==> src/rtl/fpga_apb_arbiter.sv <==
// Two-requester APB arbiter in front of a single APB completer.
// Round-robin between the host bridge (m0) and the fuse/debug engine (m1),
// with a forced-completion timeout for completers that never respond.
//
// state   | meaning
// --------+-----------------------------------------------------------
// IDLE    | no transfer owned; arbitrate any asserted mN_psel
// SETUP   | s_psel=1, s_penable=0 for the granted requester (1 cycle)
// ACCESS  | s_psel=1, s_penable=1 until s_pready or the timeout fires
module fpga_apb_arbiter #(
  parameter int ADDR_W  = 32,
  parameter int DATA_W  = 32,
  parameter int USER_W  = 32,
  parameter int TIMEOUT = 1024
) (
  input  logic              core_clk,
  input  logic              cptra_rst_b,

  input  logic              m0_psel,
  input  logic              m0_penable,
  input  logic              m0_pwrite,
  input  logic [ADDR_W-1:0] m0_paddr,
  input  logic [DATA_W-1:0] m0_pwdata,
  input  logic [USER_W-1:0] m0_pauser,
  input  logic [2:0]        m0_pprot,
  output logic [DATA_W-1:0] m0_prdata,
  output logic              m0_pready,
  output logic              m0_pslverr,

  input  logic              m1_psel,
  input  logic              m1_penable,
  input  logic              m1_pwrite,
  input  logic [ADDR_W-1:0] m1_paddr,
  input  logic [DATA_W-1:0] m1_pwdata,
  input  logic [USER_W-1:0] m1_pauser,
  input  logic [2:0]        m1_pprot,
  output logic [DATA_W-1:0] m1_prdata,
  output logic              m1_pready,
  output logic              m1_pslverr,

  output logic              s_psel,
  output logic              s_penable,
  output logic              s_pwrite,
  output logic [ADDR_W-1:0] s_paddr,
  output logic [DATA_W-1:0] s_pwdata,
  output logic [USER_W-1:0] s_pauser,
  output logic [2:0]        s_pprot,
  input  logic [DATA_W-1:0] s_prdata,
  input  logic              s_pready,
  input  logic              s_pslverr,

  output logic              grant,
  output logic              busy,
  output logic              timeout_err
);

  typedef enum logic [1:0] {
    ST_IDLE   = 2'd0,
    ST_SETUP  = 2'd1,
    ST_ACCESS = 2'd2
  } state_t;

  // Completion is forced on the ACCESS cycle where the count equals this.
  localparam logic [15:0] TO_LAST = 16'(TIMEOUT - 1);

  state_t      state_q, state_d;
  logic        grant_q, grant_d;
  logic        last_grant_q, last_grant_d;
  logic [15:0] cnt_q, cnt_d;
  logic        timeout_err_q, timeout_err_d;

  logic        any_req;
  logic        winner;
  logic        in_access;
  logic        done_ok;
  logic        done_to;
  logic        resp_ready;
  logic        resp_err;
  logic [DATA_W-1:0] resp_data;
  logic        active;

  // The requester's own penable carries no information the arbiter needs:
  // the arbiter generates the completer-side phases itself.
  logic        unused_penable;
  assign unused_penable = m0_penable ^ m1_penable;

  // Round-robin pick: a lone requester wins, a tie goes to the one not served last.
  always_comb begin
    any_req = m0_psel | m1_psel;
    winner  = 1'b0;
    if (m0_psel && m1_psel) begin
      winner = ~last_grant_q;
    end else if (m1_psel) begin
      winner = 1'b1;
    end
  end

  // Completion qualifiers; a real pready beats the timeout on the threshold cycle.
  always_comb begin
    in_access = (state_q == ST_ACCESS);
    done_ok   = in_access && s_pready;
    done_to   = in_access && !s_pready && (cnt_q == TO_LAST);
  end

  // State, grant, round-robin history, timeout counter and sticky error.
  always_ff @(posedge core_clk or negedge cptra_rst_b) begin
    if (!cptra_rst_b) begin
      state_q       <= ST_IDLE;
      grant_q       <= 1'b0;
      last_grant_q  <= 1'b1;
      cnt_q         <= 16'd0;
      timeout_err_q <= 1'b0;
    end else begin
      state_q       <= state_d;
      grant_q       <= grant_d;
      last_grant_q  <= last_grant_d;
      cnt_q         <= cnt_d;
      timeout_err_q <= timeout_err_d;
    end
  end

  // Next-state logic for the transfer sequencer.
  always_comb begin
    state_d       = state_q;
    grant_d       = grant_q;
    last_grant_d  = last_grant_q;
    cnt_d         = cnt_q;
    timeout_err_d = timeout_err_q;
    case (state_q)
      ST_IDLE: begin
        if (any_req) begin
          grant_d = winner;
          state_d = ST_SETUP;
        end
      end
      ST_SETUP: begin
        cnt_d   = 16'd0;
        state_d = ST_ACCESS;
      end
      ST_ACCESS: begin
        if (done_ok || done_to) begin
          state_d      = ST_IDLE;
          last_grant_d = grant_q;
          if (done_to) begin
            timeout_err_d = 1'b1;
          end
        end else begin
          cnt_d = cnt_q + 16'd1;
        end
      end
      default: begin
        state_d = ST_IDLE;
      end
    endcase
  end

  // Completer-side request mux; everything is held at zero while idle.
  always_comb begin
    active    = (state_q != ST_IDLE);
    s_psel    = active;
    s_penable = in_access;
    s_pwrite  = 1'b0;
    s_paddr   = '0;
    s_pwdata  = '0;
    s_pauser  = '0;
    s_pprot   = 3'b000;
    if (active) begin
      if (grant_q) begin
        s_pwrite = m1_pwrite;
        s_paddr  = m1_paddr;
        s_pwdata = m1_pwdata;
        s_pauser = m1_pauser;
        s_pprot  = m1_pprot;
      end else begin
        s_pwrite = m0_pwrite;
        s_paddr  = m0_paddr;
        s_pwdata = m0_pwdata;
        s_pauser = m0_pauser;
        s_pprot  = m0_pprot;
      end
    end
  end

  // Requester-side response steering; only the granted side ever sees a response.
  always_comb begin
    resp_ready = done_ok | done_to;
    resp_err   = done_ok ? s_pslverr : done_to;
    resp_data  = done_ok ? s_prdata : '0;

    m0_pready  = 1'b0;
    m0_pslverr = 1'b0;
    m0_prdata  = '0;
    m1_pready  = 1'b0;
    m1_pslverr = 1'b0;
    m1_prdata  = '0;
    if (resp_ready) begin
      if (grant_q) begin
        m1_pready  = 1'b1;
        m1_pslverr = resp_err;
        m1_prdata  = resp_data;
      end else begin
        m0_pready  = 1'b1;
        m0_pslverr = resp_err;
        m0_prdata  = resp_data;
      end
    end
  end

  assign grant       = grant_q;
  assign busy        = active;
  assign timeout_err = timeout_err_q;

endmodule
==> config.mk <==
export PLATFORM = sky130hd
export DESIGN_NAME = fpga_apb_arbiter
export DESIGN_NICKNAME = d
export VERILOG_FILES = /design/src/rtl/fpga_apb_arbiter.sv
export SDC_FILE = /design/constraint.sdc
export NUM_CORES = 1
export LEC_CHECK = 0
export ABC_AREA = 1
export CAP_MARGIN = 20
export CORE_AREA = 2 2 159 161
export CTS_CLUSTER_SIZE = 25
export DETAILED_ROUTE_END_ITERATION = 10
export DIE_AREA = 0 0 161 163
export SYNTH_ARGS = -nofsm -noshare
export SYNTH_HDL_FRONTEND = slang
export SYNTH_SLANG_ARGS = --single-unit
==> constraint.sdc <==
create_clock -name core_clk -period 2.5 [get_ports core_clk]
set_clock_uncertainty 0.2 [all_clocks]
set_input_delay 0.25 -clock core_clk [delete_from_list [all_inputs] [get_ports core_clk]]
set_output_delay 0.25 -clock core_clk [all_outputs]
set_load 0.01 [all_outputs]
## After elaboration in Yosys (flattened, before gate mapping)

Index checks and enable logic that the tools add are counted.

| cells by class | value |
|---|---|
| reduce and logical (&&, ||, !) cells | 14 |
| equality and inequality tests | 6 |
| mux-type cells | 31 |
| add/sub/neg operators | 1 |
| bitwise operators | 3 |

Operators with widths:

| cell | count |
|---|---|
| two-way mux 32 bit | 11 |
| case mux 16 bit (2 select lines) | 1 |
| adder 16 x 1 -> 16 bit, second input constant | 1 |
| == test 16 x 10 -> 1 bit, second input constant | 1 |
| two-way mux 16 bit | 1 |
| two-way mux 1 bit | 13 |
| AND reduction 2 bit | 4 |
| two-way mux 3 bit | 2 |
| case mux 2 bit (3 select lines) | 1 |
| logical AND 1 bit | 4 |
| two-way mux 2 bit | 2 |
| != test 2 bit, second input constant | 2 |
| nonzero test 2 bit | 2 |
| AND reduction 3 bit | 1 |
| == test 2 x 1 -> 1 bit, second input constant | 1 |
| == test 2 bit, second input constant | 1 |
| logical NOT 2 bit | 1 |
| != test 2 x 1 -> 1 bit, second input constant | 1 |
| bitwise OR 1 bit | 2 |
| logical NOT 1 bit | 1 |
| logical OR 1 bit | 1 |
| NOT 1 bit | 1 |

| word-level totals | value |
|---|---|
| output and inout port bits | 173 |
| input bits | 240 |
| logic and storage cells | 60 |
| flip-flop bits (word level) | 21 |

## Logic depth before layout (Yosys ltp)

Gate-level depths: netlist of run 1.

| logic depth | value |
|---|---|
| depth after elaboration | 6 |
| depth in mapped cells | 11 |
| gate-level depth less buffers | 10 |

## Worst setup path before layout of run 1

OpenSTA, ideal clock, no wires.

| timing path | value |
|---|---|
| kind | register to output |
| start | reg state_q[0] |
| end | out m0_prdata[10] |
| cell stages (with the launch flop) | 8 |
| required time | 2050 ps |
| arrival time | 1343 ps |
| buffers on the path | 2 |
| slack | 707 ps |
| cells stage by stage | dfrtp_1 -> nor2_4 -> inv_2 -> nor2_1 -> inv_2 -> buf_6 -> buf_2 -> nor3_1 |

| between the ends | value |
|---|---|
| longest elaborated chain between the ends | 5 |
| elaborated cells on any way between the ends | 8 |
| classes of those cells | 1 x eq/ne; 3 x mux; 1 x bitwise; 3 x reduce/logical |

Ends and longest elaborated chain:

| element | line | text |
|---|---|---|
| start: declaration | 66 | `state_t state_q, state_d;` |
| start signal: assignment | 114 | `state_q <= state_d;` |
| == test 2 bit (*) | 100 | `in_access = (state_q == ST_ACCESS);` |
| logical AND 1 bit, on equally long branches | 101, 102 |  |
| two-way mux 32 bit / logical AND 1 bit (equally long branches) | 188, 102 |  |
| two-way mux 32 bit / bitwise OR 1 bit (equally long branches) | 197, 186 |  |
| two-way mux 32 bit (*) | 196 | `if (resp_ready) begin` |
| end: declaration | 26 | `output logic [DATA_W-1:0] m0_prdata,` |

Mark *: on every way between the ends. The rest lies on a longest branch, timed or not.

## Worst setup path after layout of run 1

| timing path | value |
|---|---|
| start | reg grant_q (netlist: grant) |
| end | out s_paddr[13] |

| between the ends | value |
|---|---|
| longest elaborated chain between the ends | 2 |

Ends and longest elaborated chain:

| element | line | text |
|---|---|---|
| start: declaration | 67 | `logic grant_q, grant_d;` |
| start signal: assignment | 115 | `grant_q <= grant_d;` |
| two-way mux 32 bit | 168 | `if (grant_q) begin` |
| two-way mux 32 bit | 167 | `if (active) begin` |
| end: declaration | 44 | `output logic [ADDR_W-1:0] s_paddr,` |

Every way passes these cells.

==> run metrics, run 1 <==
Final ANT Viol Nets 0; grt ovf 0; worst slack, placed 0.102 ns; Worst Slack Setup Final 0.0513 ns; Reg2Reg Depth 9; Clk pin slew, worst setup/hold paths 0.06 ns; 1st-iter DRT viols 436; relative slew slack 0.636; Gate Count Post-Synth 645; CTS tree built; Crit Reg-Reg Startpoint cnt_q[0]; first-pass GRT wire length 31,600 µm; DP Wirelength 17,000 µm; number of register bits inferred by synthesis 21; Post-Syn Area 3260 µm²; initial core utilization 0.132; layout cell share with drive strength beyond 1 0.0573; Pint 3.38 mW; CP required 2.05 ns; WL per Instance 16.3 µm; register area 531 µm²; Sw Pwr 3.41 mW; Synth-to-Final Area Change 151%; CP cell instances buf_16, nand2_1, a21oi_2, clkdlybuf4s50_1; WS Path Type reg -> out; core area 24,700 µm²; placed cell areas 7820 µm²; Synth Net Count 886; final non-filler cell area 8160 µm²; Unique masters post-synth 27; final-stage net count 1,271; Non-Filler Instances 1,359; Avg Cell Area, Syn 5.05 µm²; fin. max-slew vios 0; element type at the critical path start flip-flop; Finish-stage setup viols 0; maximum fanout along the worst path 64; Cells after DPL 1,349; Routed WL 22,200 µm; via count 5,485; Clock power frac 0.051; vias per inst 4.04; DRC 0; Global Route Usage Sum 0.153; f_max 408 MHz; PD cells 832 nW/µm²; io pins 413; Max Root-Sink Buffers 2; signal arrival time at the worst endpoint 2.00 ns; Sequential Power Share 0.067; Tcrit/Tclk final 0.979; Yosys warnings 0; Root Buffer clkbuf_16; row count 58; ANT cells 0; Final Hold Viols 0; initial antenna violation count 0; drt first pass iters 4; Filler cells 2,686; Slowest cell on crit path clkdlybuf4s50_1; Sw Ratio 0.502; outcome complete, no violations; Max-cap violations 0; die area 26,200 µm²; Hold Buf Count CTS 0; port bufs 410; Clock Sinks 21; VDD IR max 0.551 mV; Worst-Skew Late Latency 0.26 ns; Max H-tree Level 1; combinational share of power 0.882; Hold Path Class in -> async; area taken by multi-input logic gates 2300 µm²; Worst path max stage delay 0.57 ns; Period minus WS final 2.45 ns; largest net degree at the start of global routing 65; crit path from grant; Die Width 161 µm; register area share after synthesis 0.162; Placer Congestion 0.807; Inserted Clock Buffers 3; Worst Setup End Kind primary output; number of global-route vias before repair 5,365; Die Height 163 µm; Tightest Pin Transition 0.545 ns; Leak 4.52 nW; Worst R2R Setup Slack 0.63 ns
final timing paths:
check	end
min	cnt_q[8]
min reg2reg	timeout_err
min in group core_clk	timeout_err
max in group asynchronous	last_grant_q
max reg2reg	cnt_q[10]
max	s_paddr[13]
worst max-delay path: cells and delay by family (launching register included):
| kind | cells | cell delay [ns] |
|---|---|---|
| AND/OR/NAND/NOR | 1 | 0.12 |
| buffers and inverters | 2 | 0.83 |
| AO/OA/AOI/OAI | 1 | 0.21 |
| flip-flops | 1 | 0.51 |
flip-flops by register name, summed over array words and instances (netlist names):
name,flops
grant,1
last_grant_q,1
state_q,2
timeout_err,1
cnt_q,16
through the flow:
step                      power (mW)   util  hold slack (ns)  TNS [ns]
after floorplan                 2.95      -           -0.246         0
after global placement          6.45  0.317            0.254         0
after detailed placement        6.43  0.317            0.263         0
after CTS                       6.95  0.323            0.158   -0.0221
after global routing            7.32  0.331            0.196   -0.0380
final                           6.79  0.331            0.142         0
power groups by stage:
stage | clock network, mW | registers (mW) | logic [mW]
after floorplan | 0 | 0.425 | 2.52
after global placement | 0 | 0.457 | 5.99
after detailed placement | 0 | 0.461 | 5.97
after CTS | 0.351 | 0.457 | 6.14
after global routing | 0.368 | 0.466 | 6.48
final | 0.346 | 0.455 | 5.99
final cells by class:
cell class / instances / share of cell area
sequential: 21 / 0.0650
inverter: 55 / 0.0270
clock inverter: 1 / 0.000613
tap: 330 / 0.0506
clock buffer: 3 / 0.00920
multi-input combinational: 517 / 0.282
timing repair buffer: 432 / 0.566
logic make-up (layout without fill, tap and decap cells):
| family | after synthesis | after routing | synth area share |
|---|---|---|---|
| compound gates | 117 | 117 | 0.181 |
| fa+ha+maj | 1 | 1 | 0.00384 |
| buf+inv | 107 | 491 | 0.138 |
| flops | 21 | 21 | 0.162 |
| simple gates | 399 | 399 | 0.516 |
cells in the mapped netlist:
library cell / instances / area share
and2_1: 1 / 0.0019
nand4_1: 6 / 0.012
nand2_2: 3 / 0.0058
buf_4: 2 / 0.0046
inv_2: 4 / 0.0046
buf_2: 19 / 0.029
nand2_4: 1 / 0.0035
nand3_2: 1 / 0.0031
nand3_4: 1 / 0.0054
o21bai_1: 1 / 0.0023
o21ai_0: 9 / 0.014
nor2_1: 35 / 0.040
nor2_4: 2 / 0.0069
clkbuf_1: 26 / 0.030
ha_1: 1 / 0.0038
or2_2: 1 / 0.0019
buf_1: 3 / 0.0035
nor3_1: 66 / 0.10
nand2_1: 260 / 0.30
buf_6: 2 / 0.0069
nand3_1: 21 / 0.032
nor2_2: 1 / 0.0019
a31oi_1: 1 / 0.0019
dfstp_2: 1 / 0.0081
inv_1: 51 / 0.059
dfrtp_1: 20 / 0.15
a21oi_1: 106 / 0.16
layout by cell type, fill, tap and decap left out, types with 2 or more instances in the layout:
master	synthesis	layout
buf_4	2	15
dlymetal6s2s_1	0	67
nor2_1	35	35
nor2_4	2	2
a21oi_2	0	4
buf_12	0	13
nand3_1	21	21
nand4_1	6	6
buf_16	0	2
a21oi_1	106	102
clkdlybuf4s50_1	0	296
inv_2	4	3
inv_1	51	50
nand2_2	3	3
clkbuf_16	0	3
o21ai_0	9	9
nor3_1	66	66
nand2_1	260	260
dlygate4sd2_1	0	36
clkinv_2	0	2
bufbuf_16	0	2
dfrtp_1	20	19
per-layer routing:
metal / vias up / global-route usage / share of wire
met5: - / 0 / 0
met4: 0 / 0.00731 / 0.0017
met3: 3 / 0.0657 / 0.12
met2: 224 / 0.247 / 0.45
met1: 2432 / 0.199 / 0.42
li1: 2826 / - / -
what timing repair did:
action	in CTS	in global routing
cloned	2	0
endpoints found under the setup margin	41	77
pin swaps	0	1
hold endpoints to repair	0	0
gates resized for setup	44	70
buffers inserted	2	2
(Power assumes the default switching activity.)
==> run 2, diff against run 1 <==
- CORE_AREA: 2 2 159 161 -> 2 2 162 164
- DIE_AREA: 0 0 161 163 -> 0 0 164 166
- DONT_BUFFER_PORTS: default -> 1
==> run metrics, run 2 (synthesized netlist as in run 1, its figures left out) <==
outcome complete, no violations; drt first pass iters 5; WS Path Type reg -> out; Hold Path Class in -> reg; Tcrit/Tclk final 0.929; max reg flops 16; ANT cells 0; maximum fanout along the worst path 136; Pwr Total 4.69 mW; Die Height 166 µm; CTS tree built; most frequent cells in the layout nand2_1, a21oi_1, nor3_1; area taken by multi-input logic gates 2280 µm²; hold depth 3; element type at the critical path start flip-flop; WL per Instance 14.9 µm; die area 27,200 µm²; largest net degree at the start of global routing 137; Clk pin slew, worst setup/hold paths 0.06 ns; CP required 2.05 ns; signal arrival time at the worst endpoint 1.87 ns; via count 4,361; Clock Sinks 21; Finish-stage setup viols 0; port bufs 0; Max Root-Sink Buffers 2; Cells after DPL 989; Met3 Routed Length 1650 µm; commonest non-fill, non-tap cell in the layout nand2_1; CTS resizes 0; first-pass GRT wire length 20,200 µm; grt ovf 0; Filler cells 2,964; row count 59; core area 25,600 µm²; number of global-route vias before repair 3,536; initial antenna violation count 0; Tightest Pin Transition 0.678 ns; Root Buffer clkbuf_16; Synth-to-Final Area Change 25.9%; RSZ-0062 raised after global routing false; DR top layer met4; Final ANT Viol Nets 0; Inserted Clock Buffers 3; fin. max-slew vios 0; final non-filler cell area 4100 µm²; Max-cap violations 0; Final Hold Viols 0; 1st-iter DRT viols 296; Placer Congestion 0.846; f_max 430 MHz; Reg2Reg Depth 10; Top reg by flops cnt_q; vias per inst 4.37; Routed WL 14,800 µm; Worst-Skew Late Latency 0.26 ns; largest registers cnt_q: 16 flops, state_q: 2 flops; layout cell share with drive strength beyond 1 0.125; Non-Filler Instances 997; Max H-tree Level 1; DRC 0; register area 531 µm²; setup_tns 0 ns; initial core utilization 0.127; worst r2r dst cnt_q[14]; PD cells 1140 nW/µm²; DR WL met2 6540 µm; placed cell areas 3970 µm²; crit path from grant; Die Width 164 µm; WL met1 6530 µm; Period minus WS final 2.32 ns; Global Route Usage Sum 0.0954; Crit Reg-Reg Startpoint cnt_q[1]; io pins 413; relative slew slack 0.548; Leak 1.85 nW; Worst R2R Setup Slack 0.63 ns; DP Wirelength 12,200 µm; Worst Setup End Kind primary output; final-stage net count 904; VDD IR max 0.488 mV; Worst Setup EP s_pwdata[21]
[run 2: area by class of cell]
class	count	area share
repair buffers	65	0.141
clock inverters	1	0.00122
inverters	55	0.0513
flip-flops and latches	21	0.129
multi-input cells	517	0.556
well taps	335	0.102
clock buffers	3	0.0183
[run 2: metal layers]
layer / up-vias / GRT usage
met2: 304 / 0.152
met3: 11 / 0.0250
met1: 1950 / 0.133
met4: 0 / 0.0103
met5: - / 0
li1: 2096 / -
[run 2: through the flow]
step,setup slack [ns],hold WS (ns),util
detailed placement,0.485,-0.245,0.155
CTS,0.196,0.0130,0.159
global placement,0.499,-0.245,0.155
global route,0.0726,0.0228,0.160
finish,0.176,0.0179,0.160
floorplan,0.707,-0.246,-
[run 2: report_power, final]
part	internal, mW	switching, mW	total (mW)
registers	0.395	0.0403	0.435
logic	1.19	2.72	3.91
clock network	0.215	0.127	0.342
total	1.80	2.89	4.69
[run 2: how the worst min path moves through the flow]
stage,slack (ns),end,startpoint
floorplan,-0.25,cnt_q[0],cptra_rst_b
global placement,-0.24,cnt_q[5],cptra_rst_b
detailed placement,-0.24,cnt_q[7],cptra_rst_b
CTS,0.01,grant,m0_psel
global route,0.02,grant,m0_psel
finish,0.02,grant,m0_psel
[run 2: critical path, cell delays in order, from the launching register on]
cell and delay, ns:
dfrtp_4 0.44, buf_12 0.32, nand2_1 0.20, a21oi_1 0.28, buf_4 0.17
[run 2: what timing repair did]
item	4_1_cts	5_1_grt
setup buffers	0	0
hold endpoints to repair	23	0
hold buffers	3	0
==> run 3, diff against run 2 <==
- CTS_CLUSTER_DIAMETER: default -> 60
- CTS_CLUSTER_SIZE: 25 -> 12
==> results of run 3 <==
Same layout as run 2: the final DEF is identical, and so are final timing and power.
